[src/rtl/pc_seq_pkg.sv]
// Shared definitions for the program-counter sequencer: next-PC selects and FSM states.
// Latency: n/a (definitions only).
// Backpressure: n/a.
package pc_seq_pkg;

    // Next-PC select encodings driven by decode/execute
    localparam logic [1:0] NPC_PC4    = 2'b00;
    localparam logic [1:0] NPC_ABSJMP = 2'b01;
    localparam logic [1:0] NPC_JMP    = 2'b10;
    localparam logic [1:0] NPC_RSVD   = 2'b11;

    // Sequential step between instructions
    localparam logic [31:0] PC_STEP = 32'd4;

    // Sequencer states
    typedef enum logic [1:0] {
        ST_BOOT   = 2'd0,
        ST_FETCH  = 2'd1,
        ST_DECODE = 2'd2,
        ST_TRAP   = 2'd3
    } state_t;

    // A PC-relative target is used for ABSJMP, or JMP when the branch is taken
    function automatic logic is_taken(input logic [1:0] op, input logic br);
        return (op == NPC_ABSJMP) || ((op == NPC_JMP) && br);
    endfunction

endpackage

[src/rtl/pc_seq_if.sv]
// Fetch handshake and decode-control bundle between the PC sequencer and the pipeline.
// Latency: n/a (wires only).
// Backpressure: fetch held by withholding if_ack; decode held by stall or by withholding ctrl_valid.
interface pc_seq_if;
    import pc_seq_pkg::*;

    logic        if_req;
    logic [31:0] if_addr;
    logic        if_ack;
    logic        inst_valid;
    logic        ctrl_valid;
    logic [1:0]  npc_op;
    logic        br;
    logic [31:0] offset;
    logic        stall;

    // Sequencer side
    modport master (
        output if_req, if_addr, inst_valid,
        input  if_ack, ctrl_valid, npc_op, br, offset, stall
    );

    // Memory / decode side
    modport slave (
        input  if_req, if_addr, inst_valid,
        output if_ack, ctrl_valid, npc_op, br, offset, stall
    );

endinterface

[src/rtl/pc_seq_npc_calc.sv]
// Next-PC arithmetic: pc+4, pc+offset and the taken decision, all modulo 2^32.
// Latency: purely combinational.
// Backpressure: none.
module npc_calc
    import pc_seq_pkg::*;
(
    input  logic [31:0] pc,
    input  logic [31:0] offset,
    input  logic        br,
    input  logic [1:0]  npc_op,
    output logic [31:0] npc,
    output logic [31:0] pc4,
    output logic        taken
);

    logic [31:0] target;

    // Both candidate addresses are computed every cycle; 32-bit adds wrap naturally
    always_comb begin
        pc4    = pc + PC_STEP;
        target = pc + offset;
        taken  = is_taken(npc_op, br);
        npc    = taken ? target : pc4;
    end

endmodule

[src/rtl/pc_seq.sv]
// Program-counter sequencer: BOOT -> FETCH -> DECODE loop, optional misaligned-target trap (PC_MISALIGN_TRAP_EN).
// Latency: 2 cycles minimum per instruction (fetch with same-cycle ack, decode with same-cycle control).
// Backpressure: FETCH waits for if_ack; DECODE holds while stall=1 or ctrl_valid=0.
module pc_seq
    import pc_seq_pkg::*;
#(
    parameter logic [31:0] RESET_PC = 32'h0000_0000
) (
    input  logic         clk,
    input  logic         rst,
    pc_seq_if.master     bus,
    output logic [31:0]  pc,
    output logic [31:0]  pc4,
    output logic [31:0]  retired,
    output logic         trap,
    output logic [31:0]  trap_addr
);

    state_t      state;
    state_t      state_nxt;
    logic [31:0] npc;
    logic        taken;
    logic        accept;     // control accepted in DECODE this cycle
    logic        trap_take;  // accepted control redirects to a misaligned target
    logic        commit;     // pc/retired advance this cycle
    logic [31:0] npc_next;   // address actually loaded into pc

    npc_calc u_npc_calc (
        .pc     (pc),
        .offset (bus.offset),
        .br     (bus.br),
        .npc_op (bus.npc_op),
        .npc    (npc),
        .pc4    (pc4),
        .taken  (taken)
    );

    assign bus.if_addr = pc;

`ifdef PC_MISALIGN_TRAP_EN
    assign trap_take = accept && taken && (npc[1:0] != 2'b00);
    assign npc_next  = npc;
`else
    // Without trapping, a misaligned target is silently word-aligned
    assign trap_take = 1'b0;
    assign npc_next  = taken ? {npc[31:2], 2'b00} : npc;
`endif

    assign commit = accept && !trap_take;

    // Next-state and handshake outputs for the sequencer FSM
    always_comb begin
        state_nxt      = state;
        bus.if_req     = 1'b0;
        bus.inst_valid = 1'b0;
        accept         = 1'b0;
        case (state)
            ST_BOOT: begin
                state_nxt = ST_FETCH;
            end
            ST_FETCH: begin
                bus.if_req = 1'b1;
                if (bus.if_ack) begin
                    state_nxt = ST_DECODE;
                end
            end
            ST_DECODE: begin
                bus.inst_valid = 1'b1;
                // stall takes precedence over a valid control word
                if (bus.ctrl_valid && !bus.stall) begin
                    accept    = 1'b1;
                    state_nxt = ST_FETCH;
                end
            end
            ST_TRAP: begin
                state_nxt = ST_TRAP;
            end
            default: begin
                state_nxt = ST_BOOT;
            end
        endcase
        if (trap_take) begin
            state_nxt = ST_TRAP;
        end
    end

    // State, pc and retired-count registers
    always_ff @(posedge clk) begin
        if (rst) begin
            state   <= ST_BOOT;
            pc      <= RESET_PC;
            retired <= 32'd0;
        end else begin
            state <= state_nxt;
            if (commit) begin
                pc      <= npc_next;
                retired <= retired + 32'd1;
            end
        end
    end

`ifdef PC_MISALIGN_TRAP_EN
    // Sticky trap flag and faulting target, cleared only by reset
    always_ff @(posedge clk) begin
        if (rst) begin
            trap      <= 1'b0;
            trap_addr <= 32'd0;
        end else if (trap_take) begin
            trap      <= 1'b1;
            trap_addr <= npc;
        end
    end
`else
    assign trap      = 1'b0;
    assign trap_addr = 32'd0;
`endif

endmodule
[src/flat_wrapper.sv]
// flat-port wrapper written by rule: the top's interface ports become plain ports
module pc_seq_flat import pc_seq_pkg::*;
#(
    parameter logic [31:0] RESET_PC = 32'h0000_0000
)
  (clk, rst, pc, pc4, retired, trap, trap_addr, bus_if_req, bus_if_addr, bus_inst_valid, bus_if_ack, bus_ctrl_valid, bus_npc_op, bus_br, bus_offset, bus_stall);
  pc_seq_if bus_i ();
  input  logic clk;
  input  logic rst;
  output logic [31:0] pc;
  output logic [31:0] pc4;
  output logic [31:0] retired;
  output logic trap;
  output logic [31:0] trap_addr;
  output wire logic [$bits(bus_i.if_req)-1:0] bus_if_req;
  output wire logic [$bits(bus_i.if_addr)-1:0] bus_if_addr;
  output wire logic [$bits(bus_i.inst_valid)-1:0] bus_inst_valid;
  input wire logic [$bits(bus_i.if_ack)-1:0] bus_if_ack;
  input wire logic [$bits(bus_i.ctrl_valid)-1:0] bus_ctrl_valid;
  input wire logic [$bits(bus_i.npc_op)-1:0] bus_npc_op;
  input wire logic [$bits(bus_i.br)-1:0] bus_br;
  input wire logic [$bits(bus_i.offset)-1:0] bus_offset;
  input wire logic [$bits(bus_i.stall)-1:0] bus_stall;
  assign bus_if_req = bus_i.if_req;
  assign bus_if_addr = bus_i.if_addr;
  assign bus_inst_valid = bus_i.inst_valid;
  assign bus_i.if_ack = bus_if_ack;
  assign bus_i.ctrl_valid = bus_ctrl_valid;
  assign bus_i.npc_op = bus_npc_op;
  assign bus_i.br = bus_br;
  assign bus_i.offset = bus_offset;
  assign bus_i.stall = bus_stall;
  pc_seq #(.RESET_PC(RESET_PC)) u_core (.clk(clk), .rst(rst), .bus(bus_i), .pc(pc), .pc4(pc4), .retired(retired), .trap(trap), .trap_addr(trap_addr));
endmodule
[config.mk]
export PLATFORM = sky130hd
export DESIGN_NAME = pc_seq_flat
export DESIGN_NICKNAME = d
export VERILOG_FILES = /design/src/rtl/pc_seq_pkg.sv /design/src/rtl/pc_seq_if.sv /design/src/rtl/pc_seq_npc_calc.sv /design/src/rtl/pc_seq.sv /design/src/flat_wrapper.sv
export SDC_FILE = /design/constraint.sdc
export NUM_CORES = 1
export LEC_CHECK = 0
export CORE_MARGIN = 2
export CORE_UTILIZATION = 40
export DETAILED_ROUTE_END_ITERATION = 8
export PLACE_DENSITY_LB_ADDON = 0.1
export SLEW_MARGIN = 10
export SYNTH_ARGS = -nofsm -noshare
export SYNTH_HDL_FRONTEND = slang
export SYNTH_SLANG_ARGS = --single-unit
export TNS_END_PERCENT = 20
[constraint.sdc]
create_clock -name clk -period 3.53 [get_ports clk]
set_input_delay 0.8825 -clock clk [delete_from_list [all_inputs] [get_ports clk]]
set_output_delay 0.8825 -clock clk [all_outputs]
set_load 0.02 [all_outputs]
==> reports/qor.csv, run 1 <==
metric;value;unit
post-DP HPWL;14200;microns
WP data required;2650;ps
DR DRC count;0;
status;complete, no violations;
placed cell count;1101;
Iteration-0 DRC Markers;349;
initial antenna violation count;0;
I/O Pins;203;
type of origin of the critical path;flop;
# setup viols final;0;
pin count of the biggest net entering global routing;47;
CP max FO;3;
Syn Area/Cell;7.57;sq um
final slew viol count;0;
router iterations before antenna repair;5;
Root Buffer Master;clkbuf_16;
Row Count;44;
yosys warns;0;
PD cells;256;nW/um^2
# H-tree levels;3;
most common cell after layout, fill and taps aside;clkdlybuf4s50_1;
Main synth FF type;dfxtp_1;
Via density;5.43;
# clock sinks;66;
WP data arrival;2580;ps
WL per Instance;16.5;microns
first-pass GRT wire length;29500;microns
Worst Setup End Kind;output port;
layout cells sized above 1;0.106;
Global Route Usage Sum;0.231;
leakage power;0.00317;uW
Max-Cap Viols;0;
Final #Nets;1002;
Core ar.;14400;sq um
RSZ-0062 raised after global routing;yes;
final setup skew;9.03;ps
vias post-DR;6069;
GP Congestion;0.886;
Netlist Area Pre-Place;5810;sq um
Chip Width;125;microns
Initial Util;0.404;
most frequent cells in the layout;163 x clkdlybuf4s50_1, 81 x nand2_1, 70 x nor2_1;
Sum Neg Setup Slack;0;ps
ys async rst share;0;
clk_lat worst skew;340;ps
CTS tree;built;
FMAX;289;MHz
vias in the first global route;5764;
final hold vios;0;
Rel. slew slack;0.348;
GRT Residual Overflow;0;
clock-pin slew on the worst setup and hold paths;60;ps
maximum buffer depth of the clock tree;2;
final wirelength;18400;microns
min Tclk post-route;3460;ps
Non-Filler Instances;1117;
Ant. Diodes;0;
gate count of the mapped netlist;767;
antenna-violating nets left;0;
Seq cells post-synth;66;
Post-synth EDFFs;0;
IO Port Bufs;169;
Max rail drop VDD;0.203;mV
Hold Crit Class;reg2reg;
Die H;125;microns
die footprint;15500;sq um
kind of critical path;reg2out;
Netlist cell types;74;
sequential cell area fraction in the yosys report;0.227;
fin crit share;0.981;
Area Overhead vs Synth;35.7;%
CTS Buf Count;9;
measured slew at the worst slew-check pin;978;ps
worst hold margin;496;ps
-- synthesized netlist by cell type, drive strengths merged, types with 5 or more instances --
library cell	number	area, sq um
a211oi	8	65.1
a21o	16	120
a21oi	66	330
a311oi	10	87.6
a31oi	7	43.8
and3	13	85.1
and4	6	52.6
buf	72	541
clkbuf	28	118
dfxtp	66	1320
ha	33	413
inv	14	52.6
nand2	83	317
nand2b	6	37.5
nand3	26	158
nand4	18	125
nor2	76	300
nor2b	6	37.5
nor3	14	75.1
nor4	8	65.1
o21a	5	37.5
o21ai	44	228
o21bai	6	45.0
o22ai	5	31.3
or3	8	56.3
xnor2	41	359
xor2	36	315
-- state kept, by name, indices dropped and copies added, names as in the netlist --
signal,flops
u_core.bus.if_addr,32
u_core.state,2
u_core.retired,32
-- layout make-up --
cell class                 count  area [sq um]
clock inverter                 7          77.6
tap                          184           230
inverter                      14          52.6
fill                        1350          6480
multi-input combinational    619          3920
sequential                    66          1320
clock buffer                   9           225
timing repair buffer         218          2060
-- timing repair --
action                     CTS  global route
setup endpoints to repair    5            12
setup buffers                0             0
pin swaps                    0             1
resized for setup            4             8
hold buffers                 0             0
-- critical path: stages, from the launching register on --
cell and delay [ps]:
dfxtp_1 360, nand4_1 250, or2_2 370, nor3_1 220, and3_2 270, xor2_1 150, clkdlybuf4s50_1 620
-- stage by stage --
step	area [sq um]	total power, uW	setup WS (ps)	utilization
after floorplan	5930	1010	563	-
after global placement	7560	1110	-167	0.526
after detailed placement	7560	1110	-196	0.526
after CTS	7860	2030	7.10	0.547
after global routing	7890	2090	-28.1	0.549
final	7890	2020	67.0	0.549
-- path summary, 6_finish.rpt --
check	cells after the start	slack, ps	startpoint	endpoint
worst min-delay path	2	500	u_core.retired[11]$_SDFFE_PP0P_	u_core.retired[11]$_SDFFE_PP0P_
worst max-delay path	6	70	u_core.bus.if_addr[15]$_SDFFE_PP0P_	pc4[18]
worst min register to register	2	500	u_core.retired[11]$_SDFFE_PP0P_	u_core.retired[11]$_SDFFE_PP0P_
worst max register to register	12	770	u_core.bus.if_addr[0]$_SDFFE_PP0P_	u_core.bus.if_addr[30]$_SDFFE_PP0P_
-- where the power goes --
part           internal, uW  switching, uW
logic                   138            198
clock network           552            372
registers               752           8.01
-- kinds of logic (layout without fill, tap and decap cells) --
| logic type | count (synthesis) | after routing | share of synthesized area |
|---|---|---|---|
| AOI/OAI and AO/OA | 196 | 196 | 0.213 |
| xor gates and xnor gates | 77 | 77 | 0.116 |
| adders and majority gates | 34 | 34 | 0.0745 |
| buffers and inverters | 114 | 248 | 0.122 |
| DFF | 66 | 66 | 0.227 |
| muxes | 1 | 1 | 0.00172 |
| other | 1 | 33 | 0.000646 |
| and+or+nand+nor | 278 | 278 | 0.244 |
-- routing by layer --
| metal | GRT usage | routed length (microns) | part of all wire |
|---|---|---|---|
| met1 | 0.303 | 8390 | 0.46 |
| met2 | 0.379 | 8540 | 0.46 |
| met3 | 0.0352 | 1010 | 0.055 |
| met4 | 0.0932 | 503 | 0.027 |
| met5 | 0 | 0 | 0 |
Power figures use the tool's default switching activity.
==> run 2: changes to the inputs <==
--- a/config.mk
+++ b/config.mk
@@ -6,11 +6,12 @@
 export NUM_CORES = 1
 export LEC_CHECK = 0
 export CORE_MARGIN = 2
-export CORE_UTILIZATION = 40
+export CORE_UTILIZATION = 25
 export DETAILED_ROUTE_END_ITERATION = 8
 export PLACE_DENSITY_LB_ADDON = 0.1
 export SLEW_MARGIN = 10
 export SYNTH_ARGS = -nofsm -noshare
 export SYNTH_HDL_FRONTEND = slang
+export SYNTH_HIERARCHICAL = 1
 export SYNTH_SLANG_ARGS = --single-unit
 export TNS_END_PERCENT = 20
==> reports/qor.csv, run 2 <==
metric;value;unit
GP Congestion;0.844;
Final Cell Area;8800;sq um
Logic pwr share;0.181;
Post-synth EDFFs;0;
Main synth FF type;dfxtp_1;
CP peak stage delay;600;ps
Netlist cell types;75;
Hold Crit Class;reg2reg;
Core ar.;25000;sq um
synth top area cells;dfxtp_1 21%, buf_4 8.1%, nand2_1 8.0%, a21oi_1 7.1%, ha_1 6.5%;
worst path cell trace;buf_4, nand2_1, nor4b_2, buf_4, nand4_1, xnor2_1, buf_4, clkdlybuf4s50_1;
gate count of the mapped netlist;871;
WL per Instance;17.2;microns
final hold vios;0;
Seq cells post-synth;66;
setup slack after layout;151;ps
Final Power;2070;uW
Area Overhead vs Synth;38.8;%
clock power share;0.452;
# resized after CTS;0;
router iterations before antenna repair;5;
most numerous cell in the Yosys netlist;nand2_1;
initial antenna violation count;0;
min Tclk post-route;3380;ps
WP data arrival;2500;ps
Max-Cap Viols;0;
CTS tree;built;
cell-internal power;1450;uW
Sw Ratio;0.299;
WP data required;2650;ps
most common cell after layout, fill and taps aside;clkdlybuf4s50_1;
vias post-DR;6791;
Worst Setup End Kind;output port;
# hold bufs at CTS;0;
Global Route Usage Sum;0.178;
slowest stage cell, crit path;clkdlybuf4s50_1;
Netlist Area Pre-Place;6340;sq um
Sum Neg Setup Slack;0;ps
pin count of the biggest net entering global routing;41;
fin crit share;0.957;
area share of the largest cell type after synthesis;0.208;
Root Buffer Master;clkbuf_16;
worst slack, placed;-41.0;ps
Post-CTS Setup Bufs;0;
clock-pin slew on the worst setup and hold paths;60;ps
first-pass GRT wire length;37100;microns
final slew viol count;0;
post-synth top area cell;dfxtp_1;
Crit path top cell by count;buf_4;
PD cells;235;nW/um^2
Ant. Diodes;0;
final setup skew;9.58;ps
# H-tree levels;3;
vias in the first global route;6544;
placed inst area;8460;sq um
most frequent cells in the layout;158 x clkdlybuf4s50_1, 135 x nand2_1, 90 x a21oi_1;
post-DP HPWL;18200;microns
Final #Nets;1125;
antenna-violating nets left;0;
kind of critical path;reg2out;
final wirelength;23900;microns
Max rail drop VDD;0.206;mV
GRT Residual Overflow;0;
ys async rst share;0;
measured slew at the worst slew-check pin;775;ps
layout cells sized above 1;0.127;
Row Count;58;
Die H;163;microns
IO Port Bufs;169;
FMAX;296;MHz
status;complete, no violations;
DR DRC count;0;
Via density;4.90;
Chip Width;163;microns
CTS Buf Count;9;
Commonest cells post-synth;135 x nand2_1, 90 x a21oi_1, 68 x buf_4;
sw power;617;uW
final core utilization;0.351;
leakage power;0.00355;uW
# clock sinks;66;
clk_lat worst skew;340;ps
type of origin of the critical path;flop;
maximum buffer depth of the clock tree;2;
I/O Pins;203;
# setup viols final;0;
CP max FO;9;
Seq pwr share;0.366;
sequential cell area fraction in the yosys report;0.208;
Rel. slew slack;0.484;
RSZ-0062 raised after global routing;yes;
die footprint;26600;sq um
yosys warns;6;
Initial Util;0.253;
Iteration-0 DRC Markers;396;
Syn Area/Cell;7.28;sq um
-- run 2: worst paths after layout --
kind | cells after the start | slack (ps) | endpoint | from
hold reg to reg | 2 | 510 | u_core/bus.if_addr[8]$_SDFFE_PP0P_ | u_core/bus.if_addr[8]$_SDFFE_PP0P_
setup reg to reg | 11 | 840 | u_core/bus.if_addr[19]$_SDFFE_PP0P_ | u_core/bus.if_addr[2]$_SDFFE_PP0P_
hold / removal | 2 | 510 | u_core/bus.if_addr[8]$_SDFFE_PP0P_ | u_core/bus.if_addr[8]$_SDFFE_PP0P_
setup / recovery | 8 | 150 | pc4[27] | u_core/bus.if_addr[2]$_SDFFE_PP0P_
-- run 2: cell type report --
type / count / area, sq um
clock buffer: 9 / 225
clock inverter: 6 / 68.8
fill: 2705 / 16200
inverter: 19 / 71.3
multi-input combinational: 707 / 4380
sequential: 66 / 1330
tap: 330 / 413
timing repair buffer: 248 / 2320
-- run 2: critical path, delay by kind of cell, from the launching register on --
family | cells | cell delay, ps
and+or+nand+nor | 3 | 510
buffers and inverters | 4 | 1150
xor gates and xnor gates | 1 | 150
DFF | 1 | 350
-- run 2: metal layers --
metal | up-vias | track usage | part of all wire | routed length [microns]
li1 | 3409 | - | - | -
met1 | 3191 | 0.242 | 0.48 | 11500
met2 | 176 | 0.294 | 0.46 | 11000
met3 | 15 | 0.0307 | 0.045 | 1070
met4 | 0 | 0.0386 | 0.012 | 278
met5 | - | 0 | 0 | 0
-- run 2: power groups by stage --
stage | clock [uW] | sequential (uW) | combinational, uW
floorplan | 0 | 778 | 254
global placement | 0 | 774 | 376
detailed placement | 0 | 774 | 374
CTS | 969 | 757 | 376
global route | 1000 | 757 | 411
finish | 935 | 757 | 374
-- run 2: cell families (layout without fill, tap and decap cells) --
family,count (synthesis),after routing,share of synthesized area
and+or+nand+nor,363,363,0.287
buffers and inverters,130,282,0.125
other,1,33,0.000592
DFF,66,66,0.208
adders and majority gates,34,34,0.0683
xor gates and xnor gates,53,53,0.0732
AOI/OAI and AO/OA,208,208,0.210
muxes,16,16,0.0276
-- run 2: through the flow --
step	instances	hold WS (ps)
after floorplan	903	494
after global placement	1370	506
after detailed placement	1370	499
after CTS	1385	514
after global routing	1385	537
final	1385	512
